<file path="config.mk">
export PLATFORM = sky130hd
export DESIGN_NAME = uart_word_packer_flat
export DESIGN_NICKNAME = d
export VERILOG_FILES = /design/src/rtl/packer_pkg.sv /design/src/rtl/uart_word_packer_if.sv /design/src/rtl/packer_hold_reg.sv /design/src/rtl/uart_word_packer.sv /design/src/flat_wrapper.sv
export SDC_FILE = /design/constraint.sdc
export NUM_CORES = 1
export LEC_CHECK = 0
export ABC_CLOCK_PERIOD_IN_PS = 2500
export BUFFER_PORTS_ARGS = -buffer_cell sky130_fd_sc_hd__buf_2
export CORE_ASPECT_RATIO = 0.5
export CORE_MARGIN = 2
export CORE_UTILIZATION = 35
export CTS_CLUSTER_DIAMETER = 40
export DETAILED_ROUTE_END_ITERATION = 12
export SLEW_MARGIN = 25
export SYNTH_ARGS = -nofsm -noshare
export SYNTH_HDL_FRONTEND = slang
export SYNTH_SLANG_ARGS = --single-unit
</file>
<file path="constraint.sdc">
create_clock -name clk -period 2.5 [get_ports clk]
set_input_delay 0.25 -clock clk [delete_from_list [all_inputs] [get_ports clk]]
set_output_delay 0.25 -clock clk [all_outputs]
set_load 0.005 [all_outputs]
</file>
<file path="src/rtl/packer_pkg.sv">
// Shared types and default geometry for the UART word packer.
// byte_t / word_t describe one UART byte and one packed output word for the
// default build. slot_idx_t addresses an accumulator slot. fill_t holds a
// fill count that can also represent a completely full accumulator.
package packer_pkg;

  localparam int IN_WIDTH       = 8;
  localparam int BYTES_PER_WORD = 4;
  localparam int WORD_W         = IN_WIDTH * BYTES_PER_WORD;
  localparam int SLOT_W         = $clog2(BYTES_PER_WORD);
  localparam int FILL_W         = $clog2(BYTES_PER_WORD + 1);

  typedef logic [IN_WIDTH-1:0] byte_t;
  typedef logic [WORD_W-1:0]   word_t;
  typedef logic [SLOT_W-1:0]   slot_idx_t;
  typedef logic [FILL_W-1:0]   fill_t;

endpackage

</file>
<file path="src/rtl/uart_word_packer_if.sv">
// Handshake bundle between the UART receiver, the packer and the delay-line
// consumer. The master side drives bytes, flush requests and out_ready.
// The slave side is the packer itself.
interface uart_word_packer_if #(
  parameter int in_width       = packer_pkg::IN_WIDTH,
  parameter int bytes_per_word = packer_pkg::BYTES_PER_WORD
);

  logic [in_width-1:0]                 in_data;
  logic                                in_valid;
  logic                                in_ready;
  logic                                flush;
  logic [in_width*bytes_per_word-1:0]  out_data;
  logic                                out_valid;
  logic                                out_ready;
  logic [$clog2(bytes_per_word+1)-1:0] fill_level;

  modport master (
    output in_data, in_valid, flush, out_ready,
    input  in_ready, out_data, out_valid, fill_level
  );

  modport slave (
    input  in_data, in_valid, flush, out_ready,
    output in_ready, out_data, out_valid, fill_level
  );

endinterface

</file>
<file path="src/rtl/packer_hold_reg.sv">
// One-word output buffer for the packer. A load always wins over a drain,
// so a word can replace the one leaving in the same cycle without a bubble.
// out_free_o tells the parent that a load this cycle is safe.
module packer_hold_reg
  import packer_pkg::*;
#(
  parameter int word_w = WORD_W
) (
  input  logic              clk,
  input  logic              reset,
  input  logic              load_i,
  input  logic [word_w-1:0] word_i,
  input  logic              out_ready_i,
  output logic [word_w-1:0] out_data_o,
  output logic              out_valid_o,
  output logic              out_free_o
);

  logic [word_w-1:0] data_q, data_d;
  logic              valid_q, valid_d;

  // The register is free when it is empty or its word leaves this cycle.
  assign out_free_o  = !valid_q || out_ready_i;
  assign out_data_o  = data_q;
  assign out_valid_o = valid_q;

  // Load takes priority; otherwise a completed drain empties the buffer.
  always_comb begin
    data_d  = data_q;
    valid_d = valid_q;
    if (load_i) begin
      data_d  = word_i;
      valid_d = 1'b1;
    end else if (valid_q && out_ready_i) begin
      valid_d = 1'b0;
    end
  end

  // Word and valid flag registers, cleared while reset is low.
  always_ff @(posedge clk or negedge reset) begin
    if (!reset) begin
      data_q  <= '0;
      valid_q <= 1'b0;
    end else begin
      data_q  <= data_d;
      valid_q <= valid_d;
    end
  end

endmodule

</file>
<file path="src/rtl/uart_word_packer.sv">
// Packs UART bytes into wide words for the training datapath.
// Bytes fill accumulator slots in arrival order. A full word, or a flushed
// partial word padded with zeros, moves into packer_hold_reg while the next
// word starts filling. reset is asynchronous and active-low.
// Build option: define PACKER_MSB_FIRST_EN to place the first byte of a word
// in the top slot. The default is little-endian, with the first byte in the
// low slot.
module uart_word_packer
  import packer_pkg::*;
#(
  parameter int in_width       = IN_WIDTH,
  parameter int bytes_per_word = BYTES_PER_WORD
) (
  input  logic              clk,
  input  logic              reset,
  uart_word_packer_if.slave bus
);

  localparam int WordW = in_width * bytes_per_word;
  localparam int FillW = $clog2(bytes_per_word + 1);
  localparam logic [FillW-1:0] LastFill = FillW'(bytes_per_word - 1);

  logic [in_width-1:0] acc_q  [bytes_per_word];
  logic [in_width-1:0] acc_d  [bytes_per_word];
  logic [in_width-1:0] merged [bytes_per_word];
  logic [FillW-1:0]    fillLevel_q, fillLevel_d, fillAfter;
  logic                flushPending_q, flushPending_d;
  logic                outValid, outFree;
  logic                inReady, accept, lastSlot, wordDone, transfer;
  logic [WordW-1:0]    packedWord;

  // Stall only when a transfer is needed and the hold register cannot free.
  // A pending flush needs a transfer, and so does a byte arriving in the last
  // slot.
  assign lastSlot = (fillLevel_q == LastFill);
  assign inReady  = !((lastSlot || flushPending_q) && outValid && !bus.out_ready);
  assign accept   = bus.in_valid && inReady;
  assign fillAfter = fillLevel_q + FillW'(accept);

  // A word leaves either because the last slot filled or because a pending
  // flush found the hold register free. Either way the accumulator restarts.
  assign wordDone = accept && lastSlot;
  assign transfer = wordDone || (flushPending_q && outFree);

  assign bus.in_ready   = inReady;
  assign bus.out_valid  = outValid;
  assign bus.fill_level = fillLevel_q;

  // Accumulator view that includes the byte accepted this cycle. A flush that
  // executes now therefore carries that byte too.
  always_comb begin
    for (int i = 0; i < bytes_per_word; i++) begin
      merged[i] = acc_q[i];
      if (accept && (fillLevel_q == FillW'(i))) begin
        merged[i] = bus.in_data;
      end
    end
  end

  // Place slots into the outgoing word. Cleared slots supply the zero padding.
  always_comb begin
    packedWord = '0;
    for (int i = 0; i < bytes_per_word; i++) begin
`ifdef PACKER_MSB_FIRST_EN
      packedWord[(bytes_per_word-1-i)*in_width +: in_width] = merged[i];
`else
      packedWord[i*in_width +: in_width] = merged[i];
`endif
    end
  end

  // Next accumulator, fill level and flush flag. A flush request is
  // remembered only if bytes remain after this cycle. That rule drops a
  // flush that coincides with a full-word transfer, or one that arrives with
  // nothing buffered.
  always_comb begin
    fillLevel_d    = fillAfter;
    flushPending_d = flushPending_q || (bus.flush && (fillAfter != '0));
    for (int i = 0; i < bytes_per_word; i++) begin
      acc_d[i] = merged[i];
    end
    if (transfer) begin
      fillLevel_d    = '0;
      flushPending_d = 1'b0;
      for (int i = 0; i < bytes_per_word; i++) begin
        acc_d[i] = '0;
      end
    end
  end

  // Accumulator, slot counter and flush flag registers.
  always_ff @(posedge clk or negedge reset) begin
    if (!reset) begin
      fillLevel_q    <= '0;
      flushPending_q <= 1'b0;
      for (int i = 0; i < bytes_per_word; i++) begin
        acc_q[i] <= '0;
      end
    end else begin
      fillLevel_q    <= fillLevel_d;
      flushPending_q <= flushPending_d;
      for (int i = 0; i < bytes_per_word; i++) begin
        acc_q[i] <= acc_d[i];
      end
    end
  end

  packer_hold_reg #(
    .word_w (WordW)
  ) u_hold (
    .clk         (clk),
    .reset       (reset),
    .load_i      (transfer),
    .word_i      (packedWord),
    .out_ready_i (bus.out_ready),
    .out_data_o  (bus.out_data),
    .out_valid_o (outValid),
    .out_free_o  (outFree)
  );

endmodule

</file>
<file path="src/flat_wrapper.sv">
// flat-port wrapper written by rule: the top's interface ports become plain ports
module uart_word_packer_flat import packer_pkg::*;
#(
  parameter int in_width       = IN_WIDTH,
  parameter int bytes_per_word = BYTES_PER_WORD
)
  (clk, reset, bus_in_data, bus_in_valid, bus_flush, bus_out_ready, bus_in_ready, bus_out_data, bus_out_valid, bus_fill_level);
  uart_word_packer_if #(.in_width(in_width), .bytes_per_word(bytes_per_word)) bus_i ();
  input  logic clk;
  input  logic reset;
  input wire logic [$bits(bus_i.in_data)-1:0] bus_in_data;
  input wire logic [$bits(bus_i.in_valid)-1:0] bus_in_valid;
  input wire logic [$bits(bus_i.flush)-1:0] bus_flush;
  input wire logic [$bits(bus_i.out_ready)-1:0] bus_out_ready;
  output wire logic [$bits(bus_i.in_ready)-1:0] bus_in_ready;
  output wire logic [$bits(bus_i.out_data)-1:0] bus_out_data;
  output wire logic [$bits(bus_i.out_valid)-1:0] bus_out_valid;
  output wire logic [$bits(bus_i.fill_level)-1:0] bus_fill_level;
  assign bus_i.in_data = bus_in_data;
  assign bus_i.in_valid = bus_in_valid;
  assign bus_i.flush = bus_flush;
  assign bus_i.out_ready = bus_out_ready;
  assign bus_in_ready = bus_i.in_ready;
  assign bus_out_data = bus_i.out_data;
  assign bus_out_valid = bus_i.out_valid;
  assign bus_fill_level = bus_i.fill_level;
  uart_word_packer #(.in_width(in_width), .bytes_per_word(bytes_per_word)) u_core (.clk(clk), .reset(reset), .bus(bus_i));
endmodule
</file>
==> results.md <==
- For the worst setup path, the data arrival time is around 2.3 ns.
- Among all stages on the critical path, the largest delay is contributed by sky130_fd_sc_hd__dfrtp_1.
- The initial cell density of the core is a little over a third.
- STA classifies the critical path endpoint as a flip-flop.
- The count of buffering cells on the critical path with inverters included is 0.
- The die covers between 8000 and 9000 um2.
- The count of distinct cell types in the synthesized netlist is 25.
- The total number of vias is about 1,900.
- In this run the post-CTS setup repair buffer count came out at 0.
- The number of hold violations in the final report is 15.
- The checks that failed: hold timing.
- Setup violations remaining at the end of the flow were counted as 0.
- At the later pin of the worst-skew pair, clock insertion delay measures about 0.32 ns.
- The remaining design rule violation count is 0.
- The kind of start point of the critical path is a flip-flop.
- The number of antenna diodes in the final layout is 0.
- After routing, the total negative slack on setup checks comes to 0 ns.
- For this design, the sink count on the clock tree is just under 70.
- Entering global routing, the biggest net connects 41 pins.
- The die height is roughly 66 um.
- Max-cap violations in this run came to 0.
- The core area is roughly 7400 um2.
- Counting flops with a built-in enable in the synthesized netlist gives 0.
- For this design the total switching power over the nets is 0.00148 W.
- Setup repair after global routing left no endpoint under its margin.
- The clock share of power is around 29%.
- The clock period could shrink to 2.10 ns.
- The sum of net half-perimeters after detailed placement is slightly below 4000 um.
- The area growth from synthesis to layout is 24.7%.
- In this run, flip-flops and latches consume 39.6% of the power.
- The largest clock skew in the final design is between 0.004 and 0.005 ns.
- The total count of max-transition violations in the final report is 0.
- The library cells used most frequently in the layout, excluding fill and tap cells, are sky130_fd_sc_hd__dfrtp_1 (69), sky130_fd_sc_hd__buf_2 (49), sky130_fd_sc_hd__nor2_1 (35).
- The fraction of power spent switching nets is about a third.
- The tightest min-delay check is of the primary input to asynchronous set/reset pin type.
- Dividing the detail-routed wire length by the instance count gives ~15 um.
- In the finished design, the share of the clock period the worst path needs comes to between 80% and 90%.
- The signal on the critical path passes through nand2_1, nor2_1, o21bai_1, and2_1, ha_1, ha_1, xor2_1, or3_1, a21oi_1, nor2_1.
- The synthesized netlist devotes ~9% of its cell area to compound gates.
- For the worst flop-to-flop path, the logic depth is 10.
- The capture instance of the worst register-to-register path is u_core.flushPending_q.
- After synthesis the cells add up to between 2000 and 3000 um2.
- The number of nets still failing antenna checks after routing is 0.
- The beginning of the worst register-to-register path is u_core.bus.fill_level[1].
- Sequential elements use a little under two thirds of the synthesized area.
- The die is ~130 um wide.
- The flow ran to the end, but the final reports show violations.
- The share of total power dissipated in combinational logic is between 30% and 40%.
- The global placer's final weighted congestion is approximately 0.73.
- The initialized floorplan defines 22 standard-cell rows.
- The net count after synthesis is about 250.
- The count of fill cells added during filler insertion is ~700.
- The mean area per synthesized cell is approximately 12 um2.
- The share of synthesized cell area in and, or, nand and nor gates is around 15%.
- The adder-cell area share of the yosys netlist is less than 1%.
- The I/O pin total is 50.
- The overall track demand over capacity in global routing is ~15%.
- The endpoint required time on the critical path is around 2.7 ns.
- Dividing the detail-routed via count by the number of cells gives slightly below 5.
- Leaving out fill and tap cells, the most frequent cell in the layout is sky130_fd_sc_hd__dfrtp_1.
- The via count of the first global-routing pass is between 1,500 and 2,000.
- The largest family of logic cells by synthesized area is simple AND/OR/NAND/NOR gates.
- The leftover overflow at the end of global routing is 0.
- The internal portion of total power is approximately 0.0029 W.
- In this run the worst path has a maximum fanout of 8.
- The initial antenna violation count is 0.
- The measured slew at the worst slew-check pin is between 0.7 and 0.8 ns.
- The final cell count without fillers is around 390.
- For this run, the top clock speed supported by timing is between 400 and 500 MHz.
- The kind of cell adding the most delay to the critical path is simple AND/OR/NAND/NOR gates.
- The first global-routing pass estimated 9810 um of wire.
- The worst-case IR drop observed on VDD is ~0.42 mV.
- The post-synthesis async set-or-reset flop share is 100%.
- In this run, placement finished with an instance count of 372.
- The first detailed-routing pass took 4 iterations.
- In the final layout, the share of cells above drive strength 1 is about a quarter.
- The CTS tree is built.
- The maximum level of the CTS H-tree is 3.
- The detailed-route wire length is approximately 5800 um.
- The count of routing violations after the opening detailed-route iteration is between 70 and 80.
- The root cell of the clock tree is sky130_fd_sc_hd__clkbuf_16.
- At the end of the flow, the number of nets in the layout was 302.
- The number of gates given a new drive strength after cts is 0.
- Tracing the worst setup path back leads to its startpoint at u_core.bus.fill_level[1].
- Multiplexer cells account for between 8 and 9% of the synthesized area.
- The clock transition at the registers of the reported paths is 0.06 ns.
- The flop and latch count out of synthesis is 69.
- The number of buffers added on ports is between 40 and 50.
- The final-layout worst hold slack is -0.0136 ns.
- The power density relative to cell area is between 1000 and 1500 nW/um2.
- The worst relative slew slack is between 50% and 60%.
- After Yosys synthesis, XOR and XNOR cells account for less than 1% of the synthesized area.
- The number of clock buffers added by TritonCTS is 9.
- The flip-flop cell with the highest count after synthesis is sky130_fd_sc_hd__dfrtp_1.
- The worst register-to-register path has a setup slack of just over 0.4 ns.
- In this run the deepest clock path goes through 2 buffers.
- The post-synthesis instance total is about 230.
- The count of synthesis-stage warnings from yosys is 0.
- In this design, the stage delay of the slowest critical-path cell is about 0.50 ns.
- The kind of critical path is flip-flop to flip-flop.
- The leakage power figure is roughly 1.8 nW.
- The total of hold buffers inserted after clock tree synthesis is 0.
[worst max-delay path by stage]
stage / cells after the start / endpoint
after floorplan: 10 / u_core.flushPending_q
after global placement: 10 / u_core.flushPending_q
after detailed placement: 10 / u_core.flushPending_q
after CTS: 10 / u_core.flushPending_q
after global routing: 10 / u_core.flushPending_q
final: 10 / u_core.flushPending_q
[area by class of cell]
type,instances,area (um2),area share (%)
clock buffers,10,239,7.08
multi-input cells,154,930,27.5
well taps,96,120,3.56
repair buffers,53,300,8.89
clock inverters,6,61.3,1.82
flip-flops and latches,69,1730,51.1
[power groups by stage]
stage	sequential [W]	clock, W	combinational, W
5_1_grt	0.00178	0.00133	0.00159
6_report	0.00173	0.00125	0.00139
2_1_floorplan	0.00174	0	0.000886
3_5_place_dp	0.00175	0	0.00140
3_3_place_gp	0.00173	0	0.00137
4_1_cts	0.00173	0.00128	0.00141
[cells by family (layout without fill, tap and decap cells)]
family / count (synthesis) / in the layout
AOI/OAI and AO/OA: 44 / 44
buffers and inverters: 11 / 69
DFF: 69 / 69
and+or+nand+nor: 83 / 83
muxes: 24 / 24
xor gates and xnor gates: 1 / 1
adders and majority gates: 2 / 2
[cells in the mapped netlist (2+ instances only)]
master,number,share of area [%]
sky130_fd_sc_hd__ha_1,2,0.92
sky130_fd_sc_hd__dfrtp_1,69,64
sky130_fd_sc_hd__and2_1,12,2.8
sky130_fd_sc_hd__nand2_2,2,0.46
sky130_fd_sc_hd__nor2_1,35,4.9
sky130_fd_sc_hd__o21ai_1,24,4.4
sky130_fd_sc_hd__buf_4,2,0.55
sky130_fd_sc_hd__a21oi_1,9,1.7
sky130_fd_sc_hd__o22ai_1,8,1.8
sky130_fd_sc_hd__nand2_1,26,3.6
sky130_fd_sc_hd__buf_2,8,1.5
sky130_fd_sc_hd__mux2i_1,24,8.9
[stage by stage]
stage | total power, W | cell area, um2 | util [%] | worst slack [ns] | hold WS (ns)
2_1_floorplan | 0.00262 | 2710 | - | 0.391 | -0.0456
3_3_place_gp | 0.00310 | 3080 | 41.6 | 0.483 | 0.357
3_5_place_dp | 0.00315 | 3080 | 41.6 | 0.404 | 0.371
4_1_cts | 0.00443 | 3380 | 45.6 | 0.396 | 0.0155
5_1_grt | 0.00470 | 3380 | 45.6 | 0.231 | 0.0350
6_report | 0.00437 | 3380 | 45.6 | 0.403 | -0.0136
[layer usage]
| metal | vias up | wire, um | GRT usage (%) |
|---|---|---|---|
| li1 | 905 | - | - |
| met1 | 919 | 2830 | 19.6 |
| met2 | 30 | 2700 | 25.2 |
| met3 | 11 | 185 | 4.53 |
| met4 | 0 | 98 | 5.91 |
| met5 | - | 0 | 0 |
[sequential cells by signal (all words and copies together), names as in the netlist]
register / cells
u_core.flushPending_q: 1
u_core.u_hold.out_valid_o: 1
u_core.u_hold.out_data_o: 32
u_core.bus.fill_level: 3
u_core.acc_q: 32
Power figures use the tool's default switching activity.
